[src/rtl/if_stage_fetchq.sv]
// if_stage_fetchq: instruction fetch stage with several fetches in flight.
// Requests go out in order on the inst SRAM-like bus. The PC of each accepted
// request waits in a small queue until its data returns. Returned instructions
// are buffered in an IBUF_DEPTH-entry FIFO in front of ID. A redirect
// (exception, ertn or branch) flushes both queues. Responses still on the bus
// at that point are counted into a discard counter and dropped when they arrive.
// Optional build macro IFQ_BYPASS_EN: when the FIFO is empty and ID is ready,
// a live response goes straight to ID in the same cycle.
module if_stage_fetchq #(
  parameter logic [31:0] RESET_PC   = 32'h1C00_0000,
  parameter int          MAX_OUTSTD = 2,
  parameter int          IBUF_DEPTH = 4
) (
  input  logic        clk,
  input  logic        reset,
  input  logic        ds_allowin,
  input  logic        br_stall,
  input  logic        br_taken,
  input  logic [31:0] br_target,
  input  logic        wb_ex,
  input  logic        wb_ertn,
  input  logic [31:0] csr_eentry,
  input  logic [31:0] csr_era,
  output logic        fs_to_ds_valid,
  output logic [64:0] fs_to_ds_bus,
  output logic        inst_sram_req,
  output logic        inst_sram_wr,
  output logic [1:0]  inst_sram_size,
  output logic [3:0]  inst_sram_wstrb,
  output logic [31:0] inst_sram_addr,
  output logic [31:0] inst_sram_wdata,
  input  logic        inst_sram_addr_ok,
  input  logic        inst_sram_data_ok,
  input  logic [31:0] inst_sram_rdata
);

  localparam int CW  = $clog2(MAX_OUTSTD + 1);
  localparam int DW  = CW + 1;
  localparam int FCW = $clog2(IBUF_DEPTH + 1);
  localparam int IPW = (IBUF_DEPTH > 1) ? $clog2(IBUF_DEPTH) : 1;
  localparam int QPW = (MAX_OUTSTD > 1) ? $clog2(MAX_OUTSTD) : 1;

  logic [31:0]    r_fetch_pc;
  logic [CW-1:0]  r_outstd;
  logic [DW-1:0]  r_discard;
  logic           r_adef_sent;
  logic [31:0]    r_pcq [MAX_OUTSTD];
  logic [QPW-1:0] r_pq_rp, r_pq_wp;
  logic [64:0]    r_ibuf [IBUF_DEPTH];
  logic [IPW-1:0] r_ib_rp, r_ib_wp;
  logic [FCW-1:0] r_ib_cnt;

  logic        w_redirect;
  logic [31:0] w_target;
  logic        w_aligned, w_ib_full, w_ib_empty;
  logic        w_req, w_hs, w_live, w_drop, w_adef, w_bypass;
  logic        w_ib_push, w_ib_pop;
  logic [31:0] w_pcq_head;
  logic [64:0] w_fwd_data, w_push_data;

  function automatic logic [IPW-1:0] ib_inc(input logic [IPW-1:0] p);
    return (p == IPW'(IBUF_DEPTH - 1)) ? '0 : p + 1'b1;
  endfunction

  function automatic logic [QPW-1:0] pq_inc(input logic [QPW-1:0] p);
    return (p == QPW'(MAX_OUTSTD - 1)) ? '0 : p + 1'b1;
  endfunction

  // Select the redirect source: exception over ertn over a resolved branch.
  always_comb begin
    // NOTE: every output gets a default first so no path leaves it unassigned (no latch).
    w_redirect = 1'b0;
    w_target   = br_target;
    if (wb_ex) begin
      w_redirect = 1'b1;
      w_target   = csr_eentry;
    end else if (wb_ertn) begin
      w_redirect = 1'b1;
      w_target   = csr_era;
    end else if (br_taken && !br_stall) begin
      w_redirect = 1'b1;
      w_target   = br_target;
    end
  end

  assign w_aligned  = (r_fetch_pc[1:0] == 2'b00);
  assign w_ib_full  = (r_ib_cnt == FCW'(IBUF_DEPTH));
  assign w_ib_empty = (r_ib_cnt == '0);
  assign w_pcq_head = r_pcq[r_pq_rp];

  // Each in-flight request must be given a FIFO slot before it is issued, so the FIFO never overflows.
  assign w_req = !reset && !w_redirect && !br_stall && w_aligned &&
                 (int'(r_outstd) < MAX_OUTSTD) &&
                 (int'(r_outstd) + int'(r_ib_cnt) < IBUF_DEPTH);
  assign w_hs   = w_req && inst_sram_addr_ok;
  assign w_live = inst_sram_data_ok && (r_discard == '0);
  assign w_drop = inst_sram_data_ok && (r_discard != '0);

  // A misaligned PC reports one ADEF entry after the bus has drained. Fetch then waits for a redirect.
  assign w_adef = !w_redirect && !w_aligned && (r_outstd == '0) &&
                  (r_discard == '0) && !w_ib_full && !r_adef_sent;

`ifdef IFQ_BYPASS_EN
  assign w_bypass = w_ib_empty && w_live && ds_allowin && !w_redirect;
`else
  assign w_bypass = 1'b0;
`endif

  assign w_fwd_data  = {1'b0, inst_sram_rdata, w_pcq_head};
  assign w_push_data = w_adef ? {1'b1, 32'h0, r_fetch_pc} : w_fwd_data;
  assign w_ib_push   = !w_redirect && ((w_live && !w_bypass) || w_adef);
  assign w_ib_pop    = !w_ib_empty && !w_redirect && ds_allowin;

  assign fs_to_ds_valid = (!w_ib_empty || w_bypass) && !w_redirect;
  assign fs_to_ds_bus   = w_bypass ? w_fwd_data : r_ibuf[r_ib_rp];

  assign inst_sram_req   = w_req;
  assign inst_sram_wr    = 1'b0;
  assign inst_sram_size  = 2'b10;
  assign inst_sram_wstrb = 4'h0;
  assign inst_sram_addr  = r_fetch_pc;
  assign inst_sram_wdata = 32'h0;

  // Control state: fetch PC, outstanding/discard counters, queue pointers.
  always_ff @(posedge clk) begin
    // NOTE: sequential state uses non-blocking assignments so every register samples pre-edge values.
    if (reset) begin
      r_fetch_pc  <= RESET_PC;
      r_outstd    <= '0;
      r_discard   <= '0;
      r_adef_sent <= 1'b0;
      r_pq_rp     <= '0;
      r_pq_wp     <= '0;
      r_ib_rp     <= '0;
      r_ib_wp     <= '0;
      r_ib_cnt    <= '0;
    end else if (w_redirect) begin
      r_fetch_pc  <= w_target;
      r_outstd    <= '0;
      r_discard   <= r_discard + {1'b0, r_outstd} - DW'(inst_sram_data_ok);
      r_adef_sent <= 1'b0;
      r_pq_rp     <= '0;
      r_pq_wp     <= '0;
      r_ib_rp     <= '0;
      r_ib_wp     <= '0;
      r_ib_cnt    <= '0;
    end else begin
      if (w_hs) begin
        r_fetch_pc <= r_fetch_pc + 32'd4;
        r_pq_wp    <= pq_inc(r_pq_wp);
      end
      if (w_live) r_pq_rp <= pq_inc(r_pq_rp);
      if (w_drop) r_discard <= r_discard - 1'b1;
      if (w_hs && !w_live)      r_outstd <= r_outstd + 1'b1;
      else if (!w_hs && w_live) r_outstd <= r_outstd - 1'b1;
      if (w_ib_push) r_ib_wp <= ib_inc(r_ib_wp);
      if (w_ib_pop)  r_ib_rp <= ib_inc(r_ib_rp);
      if (w_ib_push && !w_ib_pop)      r_ib_cnt <= r_ib_cnt + 1'b1;
      else if (!w_ib_push && w_ib_pop) r_ib_cnt <= r_ib_cnt - 1'b1;
      if (w_adef) r_adef_sent <= 1'b1;
    end
  end

  // Queue storage: written on push, never reset.
  always_ff @(posedge clk) begin
    // NOTE: storage arrays need no reset; pointers and counts decide which entries are valid.
    if (w_hs)      r_pcq[r_pq_wp]  <= r_fetch_pc;
    if (w_ib_push) r_ibuf[r_ib_wp] <= w_push_data;
  end

  // Flag data returned while no request is in flight and none is being discarded.
  always_ff @(posedge clk) begin
    if (!reset) assert (!(inst_sram_data_ok && r_outstd == '0 && r_discard == '0));
  end

endmodule

[config.mk]
export PLATFORM = sky130hd
export DESIGN_NAME = if_stage_fetchq
export DESIGN_NICKNAME = d
export VERILOG_FILES = /design/src/rtl/if_stage_fetchq.sv
export SDC_FILE = /design/constraint.sdc
export NUM_CORES = 1
export LEC_CHECK = 0
export CAP_MARGIN = 20
export CORE_ASPECT_RATIO = 0.5
export CORE_MARGIN = 2
export CORE_UTILIZATION = 50
export DETAILED_ROUTE_END_ITERATION = 6
export HOLD_SLACK_MARGIN = 0.12
export PLACE_DENSITY = 0.88
export SYNTH_ARGS = -nofsm -noshare
export SYNTH_HDL_FRONTEND = slang
export SYNTH_SLANG_ARGS = --single-unit
[constraint.sdc]
create_clock -name clk -period 4.85 [get_ports clk]
set_clock_uncertainty 0.05 [all_clocks]
set_input_delay 0.97 -clock clk [delete_from_list [all_inputs] [get_ports clk]]
set_output_delay 0.97 -clock clk [all_outputs]
set_load 0.1 [all_outputs]
==> results of run 1 <==
per-layer routing:
layer,GRT usage (%),vias up
li1,-,4291
met1,28.32,4976
met2,43.39,465
met3,3.438,88
met4,7.832,0
met5,0,-
registers in the layout, summed over array words and instances, names as in the netlist, named ones only:
register,cells
r_ibuf,260
r_adef_sent,1
r_ib_rp,2
r_discard,3
r_pq_wp,1
r_outstd,2
r_pcq,64
inst_sram_addr,32
r_pq_rp,1
r_ib_cnt,3
r_ib_wp,2
cells in the final DEF (no fill, tap or decap), types with 9 or more instances in the layout:
cell type,n
edfxtp_1,324
clkdlybuf4s50_1,227
nor2_1,78
mux4_2,65
mux2i_1,53
a21oi_1,49
dfxtp_1,47
conb_1,39
nand2_1,38
and2_1,36
clkbuf_16,34
buf_4,29
xnor2_1,25
a211oi_1,19
inv_1,18
o21ai_0,17
ha_1,14
clkinv_1,13
xor2_1,11
nor3_1,10
o22ai_1,10
nand3_1,10
a21o_1,9
critical path, delay by kind of cell, from the launching register on:
kind	cells	cell delay [ns]
DFF	1	0.74
muxes	1	0.56
buffers and inverters	2	1.35
stage by stage:
| stage | hold WS (ns) | util (%) | instance area [um^2] | power, mW |
|---|---|---|---|---|
| after detailed placement | 0.4199 | 59.37 | 18720 | 4.891 |
| after global routing | 0.4721 | 62.74 | 19790 | 7.566 |
| after CTS | 0.4463 | 62.67 | 19770 | 7.391 |
| final | 0.4493 | 62.74 | 19790 | 7.383 |
| after floorplan | 0.3835 | - | 16100 | 4.558 |
| after global placement | 0.3953 | 59.37 | 18720 | 4.856 |
logic make-up (layout without fill, tap and decap cells):
kind of cell / count (synthesis) / after routing / share of synthesized area [%]
xor gates and xnor gates: 36 / 36 / 1.976
and+or+nand+nor: 228 / 228 / 7.817
DFF: 374 / 374 / 67.24
buffers and inverters: 113 / 341 / 3.912
muxes: 118 / 118 / 12.50
AOI/OAI and AO/OA: 123 / 123 / 5.167
adders and majority gates: 16 / 16 / 1.349
other: 2 / 39 / 0.04706
cell type report:
cell class                      instances  share of cell area, %
Timing Repair Buffer                  262                  13.19
Sequential cell                       374                  54.27
Tap cell                              432                  2.732
Inverter                               18                 0.3414
Clock buffer                           39                  4.395
Multi-Input combinational cell        560                  24.19
Clock inverter                         22                 0.8789
power by group:
group	switching (mW)	internal, mW
Sequential	0.0764	3.59
Combinational	0.829	0.339
Clock	1.14	1.41
final timing paths:
check / from / endpoint / slack [ns] / depth (start not counted)
worst min-delay path: r_adef_sent$_SDFFE_PP0P_ / r_adef_sent$_SDFFE_PP0P_ / 0.45 / 2
worst max register to register: r_discard[0]$_SDFFE_PP0P_ / r_ib_cnt[2]$_SDFFE_PP0P_ / 1.71 / 12
worst min register to register: r_adef_sent$_SDFFE_PP0P_ / r_adef_sent$_SDFFE_PP0P_ / 0.45 / 2
worst max-delay path: register / fs_to_ds_bus[53] / 0.63 / 3
==> impl_results.md, run 1 <==
- DP Wirelength: 25.89 mm
- Max-Cap Viols: 0
- Place WS: 0.6759 ns
- Initial Util: 50.60%
- Mapped Cells: 1010
- Fin. max-slew vios: 0
- # H-tree levels: 2
- Required time of the critical path: 3.83 ns
- RSZ-0062 raised after global routing: false
- Area Growth Syn to Fin: 23.99%
- Area leader, netlist: edfxtp_1
- Clock Latency Late Sink: 0.51 ns
- All-Layer GR Usage: 23.31%
- Initial antenna violation count: 0
- CORE AREA: 31540 um^2
- Synth warn: 0
- Count leader, synth: edfxtp_1
- Clk sinks: 374
- Synthesized flop and latch total: 374
- Hold Violations, Final: 0
- Clock transition at the registers of the reported paths: 0.07 ns
- Fillcell total: 2130
- Number of nets in the layout: 1403
- Syn Area/Cell: 15.80 um^2
- Avg WL per Cell: 23.30 um
- Post-CTS Setup Bufs: 0
- Setup ws final: 0.6328 ns
- Relative slew slack: 28.86%
- Maximum vdd drop: 0.2031 mV
- Fmax: 237.1 MHz
- Area of the multi-input gates: 4787 um^2
- Outcome: finished clean
- DIE AREA: 33450 um^2
- Post-route insts no fill: 1707
- Placed Cells: 1645
- Setup CP Type: register to output port
- Vias: 9820
- Worst Setup End Kind: output port
- Die W: 256.7 um
- Synth area leaders: edfxtp_1, mux4_2, dfxtp_1, mux2i_1, buf_4
- Sequential cell area: 10740 um^2
- Chip Height: 130.3 um
- Cts bufs inserted: 34
- GPL Wtd Cong: 0.8625
- Top-area cell type share of the netlist area: 60.96%
- Drt drc: 0
- Routed met3 length: 2.520 mm
- Async S/R FF share, synth: 0%
- CP Data Arrival Time: 3.20 ns
- Min cycle time layout: 4.217 ns
- Pin count of the biggest net entering global routing: 98
- CTS tree: done
- Power Density: 373.1 nW/um^2
- Final period util: 86.95%
- # setup viols final: 0
- Routed vias/inst: 5.753
- Startpoint types: register
- Number of synthesized flops with an enable pin: 324
- Number of DRC markers in iteration 0: 958
- Clock Tree Root: clkbuf_16
- Post-detailed-routing wire length: 39.78 mm
- Synthesized cell area: 15960 um^2
- Slowest cell on crit path: clkdlybuf4s50_1
- Slowest stage delay, CP: 0.99 ns
- Hold-fix buffers, CTS: 0
- Top post-synthesis cells by count: edfxtp_1, nor2_1, mux4_2
- Post-CTS Resized: 0
- Leakage: 6.491 nW
- Worst-case clock buffer depth: 3
- Share of cells above drive strength 1: 14.04%
- Highest metal used: met4
- M1 WL: 15.00 mm
- Pre-antenna DRT Iters: 5
- I/O Buffers: 235
- Distinct cell type count after synthesis: 62
- Crit-path cells: buf_4 > mux4_2 > clkdlybuf4s50_1
- Crit Path Max Fanout: 24
- Vias in the first global route: 10030
- Length of routed met2 wiring: 20.98 mm
- First-pass GRT wire length: 59.05 mm
- Post-synthesis sequential area ratio: 67.24%
- Detail Route Antenna Nets: 0
- Synth Flop Type: edfxtp_1
- Actual slew at the worst max-slew pin: 1.064 ns
- Post-route setup TNS: 0 ns
- GR Overflow Total: 0
- Diode count: 0
- IO Count: 275
- HP Class: register to register
- Site Rows: 46
Power figures use the tool's default switching activity.
==> run 2, diff against run 1 <==
==> constraint.sdc (replaced) <==
create_clock -name clk -period 4.51 [get_ports clk]
set_clock_uncertainty 0.05 [all_clocks]
set_input_delay 0.902 -clock clk [delete_from_list [all_inputs] [get_ports clk]]
set_output_delay 0.902 -clock clk [all_outputs]
set_load 0.1 [all_outputs]
==> impl_results.md, run 2 (synthesis results as in run 1) <==
- GR Overflow Total: 0 (unchanged)
- Final period util: 79.24%
- Relative slew slack: 27.21% (-1.6 points)
- Post-route setup TNS: 0 ns (unchanged)
- HP Class: register to register
- Fmax: 279.8 MHz
- Site Rows: 46 (unchanged)
- Chip Height: 130.3 um (unchanged)
- Initial antenna violation count: 0 (unchanged)
- Max reg flops: 260 (unchanged)
- # H-tree levels: 2 (unchanged)
- Post-CTS Setup Bufs: 0 (unchanged)
- Most frequent cells in the layout: edfxtp_1, clkdlybuf4s50_1, buf_4
- Commonest non-fill, non-tap cell in the layout: edfxtp_1
- Worst-case clock buffer depth: 3 (unchanged)
- # setup viols final: 0 (unchanged)
- Clock Latency Late Sink: 0.53 ns (+0.02 ns)
- Routed vias/inst: 5.817 (+1.1%)
- RSZ-0062 raised after global routing: false
- DIE AREA: 33450 um^2 (unchanged)
- Clock transition at the registers of the reported paths: 0.06 ns (about the same)
- Crit Path Max Fanout: 14 (-42%)
- GPL Wtd Cong: 0.8816 (+2.2%)
- Initial Util: 50.60% (unchanged)
- Area Growth Syn to Fin: 23.21%
- Power Total: 7.998 mW (+8.3%)
- Max-Cap Viols: 0 (unchanged)
- IO Count: 275 (unchanged)
- Cts bufs inserted: 34 (unchanged)
- Detail Route Antenna Nets: 0 (unchanged)
- Required time of the critical path: 3.56 ns (-0.27 ns)
- All-Layer GR Usage: 23.51% (+0.20 points)
- Die W: 256.7 um (unchanged)
- First-pass GRT wire length: 59.35 mm (+0.51%)
- Min cycle time layout: 3.574 ns
- Avg WL per Cell: 23.79 um (+2.1%)
- Vias: 9895 (+0.76%)
- Number of nets in the layout: 1397 (-0.43%)
- I/O Buffers: 235 (unchanged)
- Number of DRC markers in iteration 0: 1119 (+17%)
- Placed Area: 18550 um^2 (-0.94%)
- Pin count of the biggest net entering global routing: 98 (unchanged)
- Post-CTS Resized: 0 (unchanged)
- Outcome: finished clean
- Maximum vdd drop: 0.2316 mV (+14%)
- CTS tree: done
- DP Wirelength: 25.04 mm (-3.3%)
- Setup CP Type: primary input to output port
- Clk sinks: 374 (unchanged)
- Final instance area: 19660 um^2 (-0.63%)
- Fin. max-slew vios: 0 (unchanged)
- CORE AREA: 31540 um^2 (unchanged)
- Power Density: 406.7 nW/um^2 (+9.0%)
- Actual slew at the worst max-slew pin: 1.088 ns (+0.02465 ns)
- Share of cells above drive strength 1: 18.91% (+4.9 points)
- CP Data Arrival Time: 2.62 ns (-0.58 ns)
- Vias in the first global route: 9950 (-0.80%)
- Hold Violations, Final: 0 (unchanged)
- Worst Setup End Kind: output port
- Biggest register: r_ibuf
- Clock Tree Root: clkbuf_16
- Leakage: 6.538 nW (+0.72%)
- Drt drc: 0 (unchanged)
- Pre-antenna DRT Iters: 6 (+1)
- Post-detailed-routing wire length: 40.46 mm (+1.7%)
- Startpoint types: primary input
- Final Util: 62.35% (-0.39 points)
- Diode count: 0 (unchanged)
- Hold-fix buffers, CTS: 0 (unchanged)
## run 2: cell count changes in the layout (fill, tap and decap cells not counted), sizes merged
cell,previous run,this run
clkdlybuf4s50,227,168
buf,35,88
inv,21,20
clkinv,14,13
clkinvlp,3,5
## run 2: where the power goes
group / leakage (nW) / switching, mW / internal [mW]
Clock: 0.509 / 1.27 / 1.53
Sequential: 3.31 / 0.0905 / 3.86
Combinational: 2.71 / 0.885 / 0.354
Total: 6.54 / 2.25 / 5.75
## run 2: layout make-up
| class | count | area, um^2 |
|---|---|---|
| clock inverter | 22 | 187.7 |
| timing repair buffer | 256 | 2462 |
| fill | 2196 | 11880 |
| multi-input combinational | 560 | 4787 |
| inverter | 18 | 67.56 |
| clock buffer | 39 | 879.6 |
| sequential | 374 | 10740 |
| tap | 432 | 540.5 |
## run 2: path summary, 6_finish.rpt
kind,start,end,slack (ns),cells past startpoint
setup reg to reg,r_discard[0]$_SDFFE_PP0P_,r_ib_cnt[2]$_SDFFE_PP0P_,1.34,12
hold reg to reg,r_adef_sent$_SDFFE_PP0P_,r_adef_sent$_SDFFE_PP0P_,0.45,2
hold / removal,r_adef_sent$_SDFFE_PP0P_,r_adef_sent$_SDFFE_PP0P_,0.45,2
setup / recovery,br_stall,inst_sram_req,0.94,6
## run 2: metal layers
metal	GRT usage [%]	wire length, um	share of wire (%)	up-vias
met5	0	0	0	-
met4	8.824	1482	3.7	0
met3	3.516	2769	6.8	114
met2	42.77	21030	52	550
met1	29.01	15180	38	4957
li1	-	-	-	4274
## run 2: stage by stage
step	instances	hold WS [ns]	setup slack, ns
detailed placement	1638	0.4285	0.8583
CTS	1699	0.4433	0.9290
global route	1701	0.4880	0.7196
floorplan	1047	0.3835	0.01538
finish	1701	0.4464	0.9365
global placement	1638	0.3997	0.9317
## run 2: critical path, stage by stage
cell             delay (ns)
clkdlybuf4s50_1        0.56
nor2b_1                0.13
nor3_4                 0.17
nand2_1                0.34
nor2_1                 0.30
buf_12                 0.21
==> run 3, diff against run 2 <==
==> constraint.sdc (replaced) <==
create_clock -name clk -period 3.4 [get_ports clk]
set_clock_uncertainty 0.05 [all_clocks]
set_input_delay 0.68 -clock clk [delete_from_list [all_inputs] [get_ports clk]]
set_output_delay 0.68 -clock clk [all_outputs]
set_load 0.1 [all_outputs]
==> impl_results.md, run 3 (synthesis results as in run 1) <==
- Outcome: finished clean
- Setup CP Type: primary input to output port
- Hold Violations, Final: 0 (unchanged)
- Leakage: 6.768 nW (+3.5%)
- P_sw: 2.929 mW (+30%)
- Clock power frac: 35.4% (+0.3 points)
- Startpoint types: primary input
- Place WS: 0.3044 ns (-0.5539 ns)
- Clock transition at the registers of the reported paths: 0.06 ns (about the same)
- Relative slew slack: 24.94% (-2.3 points)
- Hold EP: r_adef_sent$_SDFFE_PP0P_
- Actual slew at the worst max-slew pin: 1.126 ns (+0.03739 ns)
- Max reg flops: 260 (unchanged)
- Pin count of the biggest net entering global routing: 36 (-63%)
- Most frequent cells in the layout: edfxtp_1, clkdlybuf4s50_1, buf_4
- Chip Height: 130.3 um (unchanged)
- Post-CTS Resized: 0 (unchanged)
- Final instance area: 19990 um^2 (+1.6%)
- CP Data Arrival Time: 2.36 ns (-0.26 ns)
- Min cycle time layout: 3.088 ns
- Fmax: 323.8 MHz
- RR Startpoint: r_discard[0]$_SDFFE_PP0P_
- Placed Area: 18890 um^2 (+1.8%)
- RSZ-0062 raised after global routing: false
- Maximum vdd drop: 0.3153 mV (+36%)
- Routed vias/inst: 5.767 (-0.86%)
- R2r worst-path depth: 12 (unchanged)
- Clock Latency Late Sink: 0.52 ns (about the same)
- Number of nets in the layout: 1407 (+0.72%)
- Setup ws final: 0.3121 ns (-0.6243 ns)
- Initial antenna violation count: 0 (unchanged)
- GR Overflow Total: 0 (unchanged)
- Drt drc: 0 (unchanged)
- # setup viols final: 0 (unchanged)
- Share of cells above drive strength 1: 22.14% (+3.2 points)
- Die W: 256.7 um (unchanged)
- Crit Path Max Fanout: 18 (+4)
- Hold Path Stages: 2 (unchanged)
- Post-CTS Setup Bufs: 0 (unchanged)
- GPL Wtd Cong: 0.8889 (+0.83%)
- Diode count: 0 (unchanged)
- CTS tree: done
- Clk sinks: 374 (unchanged)
- Post-detailed-routing wire length: 39.19 mm (-3.1%)
- Site Rows: 46 (unchanged)
- All-Layer GR Usage: 23.21% (-0.30 points)
- Worst Setup End Kind: output port
- Avg WL per Cell: 22.92 um (-3.7%)
- Area Growth Syn to Fin: 25.24%
- Initial Util: 50.60% (unchanged)
- Detail Route Antenna Nets: 0 (unchanged)
- Commonest non-fill, non-tap cell in the layout: edfxtp_1
- Pre-antenna DRT Iters: 5 (-1)
- Post-route setup TNS: 0 ns (unchanged)
- Comb pwr share: 15.7% (+0.2 points)
- Number of DRC markers in iteration 0: 960 (-14%)
- # H-tree levels: 2 (unchanged)
- Reg2reg setup slack: 0.36 ns (-0.98 ns)
- I/O Buffers: 235 (unchanged)
- First-pass GRT wire length: 59.00 mm (-0.60%)
- DP Wirelength: 25.71 mm (+2.7%)
- Cts bufs inserted: 34 (unchanged)
- Register share of total power: 48.9% (-0.5 points)
- Final period util: 90.82%
- Switching Share: 27.37% (-0.75 points)
- Clock Tree Root: clkbuf_16
- RR Endpoint: r_ib_cnt[2]$_SDFFE_PP0P_
- Required time of the critical path: 2.67 ns (-0.89 ns)
- DIE AREA: 33450 um^2 (unchanged)
- Vias: 9862 (-0.33%)
- Power Density: 535.4 nW/um^2 (+32%)
- Fin. max-slew vios: 0 (unchanged)
- Hold-fix buffers, CTS: 0 (unchanged)
- IO Count: 275 (unchanged)
- CORE AREA: 31540 um^2 (unchanged)
- Fillcell total: 2176 (-0.91%)
- Vias in the first global route: 9965 (+0.15%)
- Hold Path Origin: r_adef_sent$_SDFFE_PP0P_
- HP Class: register to register
- Max-Cap Viols: 0 (unchanged)
- Pint: 7.773 mW (+35%)
- Biggest register: r_ibuf
- Worst-case clock buffer depth: 3 (unchanged)
[run 3: cell count changes in the layout (fill, tap and decap cells not counted), sizes merged]
cell,delta
clkinv,+1
clkinvlp,-5
clkdlybuf4s50,-32
clkbuf,+3
buf,+42
[run 3: worst max-delay path by stage]
stage | startpoint | to | slack, ns | cells after the start
2_1_floorplan | inst_sram_addr[0]$_SDFFE_PP0P_ | r_pcq[0][0]$_DFFE_PP_ | 0.08 | 4
3_3_place_gp | inst_sram_data_ok | r_ib_cnt[2]$_SDFFE_PP0P_ | 0.37 | 11
3_5_place_dp | inst_sram_data_ok | r_ib_cnt[2]$_SDFFE_PP0P_ | 0.30 | 11
4_1_cts | br_stall | inst_sram_req | 0.33 | 7
5_1_grt | r_discard[1]$_SDFFE_PP0P_ | r_ib_cnt[2]$_SDFFE_PP0P_ | 0.10 | 12
6_report | br_stall | inst_sram_req | 0.31 | 7
[run 3: final cells by class]
cell class | instances | area, um^2 | area share, %
Clock inverter | 18 | 143.9 | 0.7199
Tap cell | 432 | 540.5 | 2.704
Sequential cell | 374 | 10740 | 53.73
Clock buffer | 42 | 954.7 | 4.776
Timing Repair Buffer | 266 | 2738 | 13.70
Multi-Input combinational cell | 560 | 4805 | 24.04
Inverter | 18 | 67.56 | 0.3380
[run 3: stage by stage]
| step | std cells | util, % | hold WS (ns) | total power, mW |
|---|---|---|---|---|
| 2_1_floorplan | 1047 | - | 0.3835 | 6.501 |
| 3_3_place_gp | 1650 | 59.89 | 0.3999 | 6.944 |
| 3_5_place_dp | 1650 | 59.89 | 0.4369 | 6.994 |
| 4_1_cts | 1710 | 63.37 | 0.4356 | 10.75 |
| 5_1_grt | 1710 | 63.37 | 0.4897 | 11.01 |
| 6_report | 1710 | 63.37 | 0.4377 | 10.70 |
[run 3: per-layer routing]
layer  track usage (%)  vias to the layer above  routed length (um)
li1                  -                     4289                   -
met3             4.487                      104                2719
met4             9.200                        0                1280
met2             40.16                      505               19940
met5                 0                        -                   0
met1             29.46                     4964               15250
[run 3: critical path, cell delays in order]
cell and delay (ns):
clkdlybuf4s50_1 0.56, nor2b_1 0.14, nor3_4 0.18, buf_4 0.30
nand2_1 0.13, nor2_2 0.17, buf_12 0.19
[run 3: power by group through the flow]
stage	combinational [mW]	sequential [mW]	clock, mW
6_report	1.68	5.23	3.79
5_1_grt	1.75	5.24	4.02
4_1_cts	1.68	5.23	3.85
3_5_place_dp	1.67	5.32	0
3_3_place_gp	1.63	5.31	0
2_1_floorplan	0.983	5.52	0
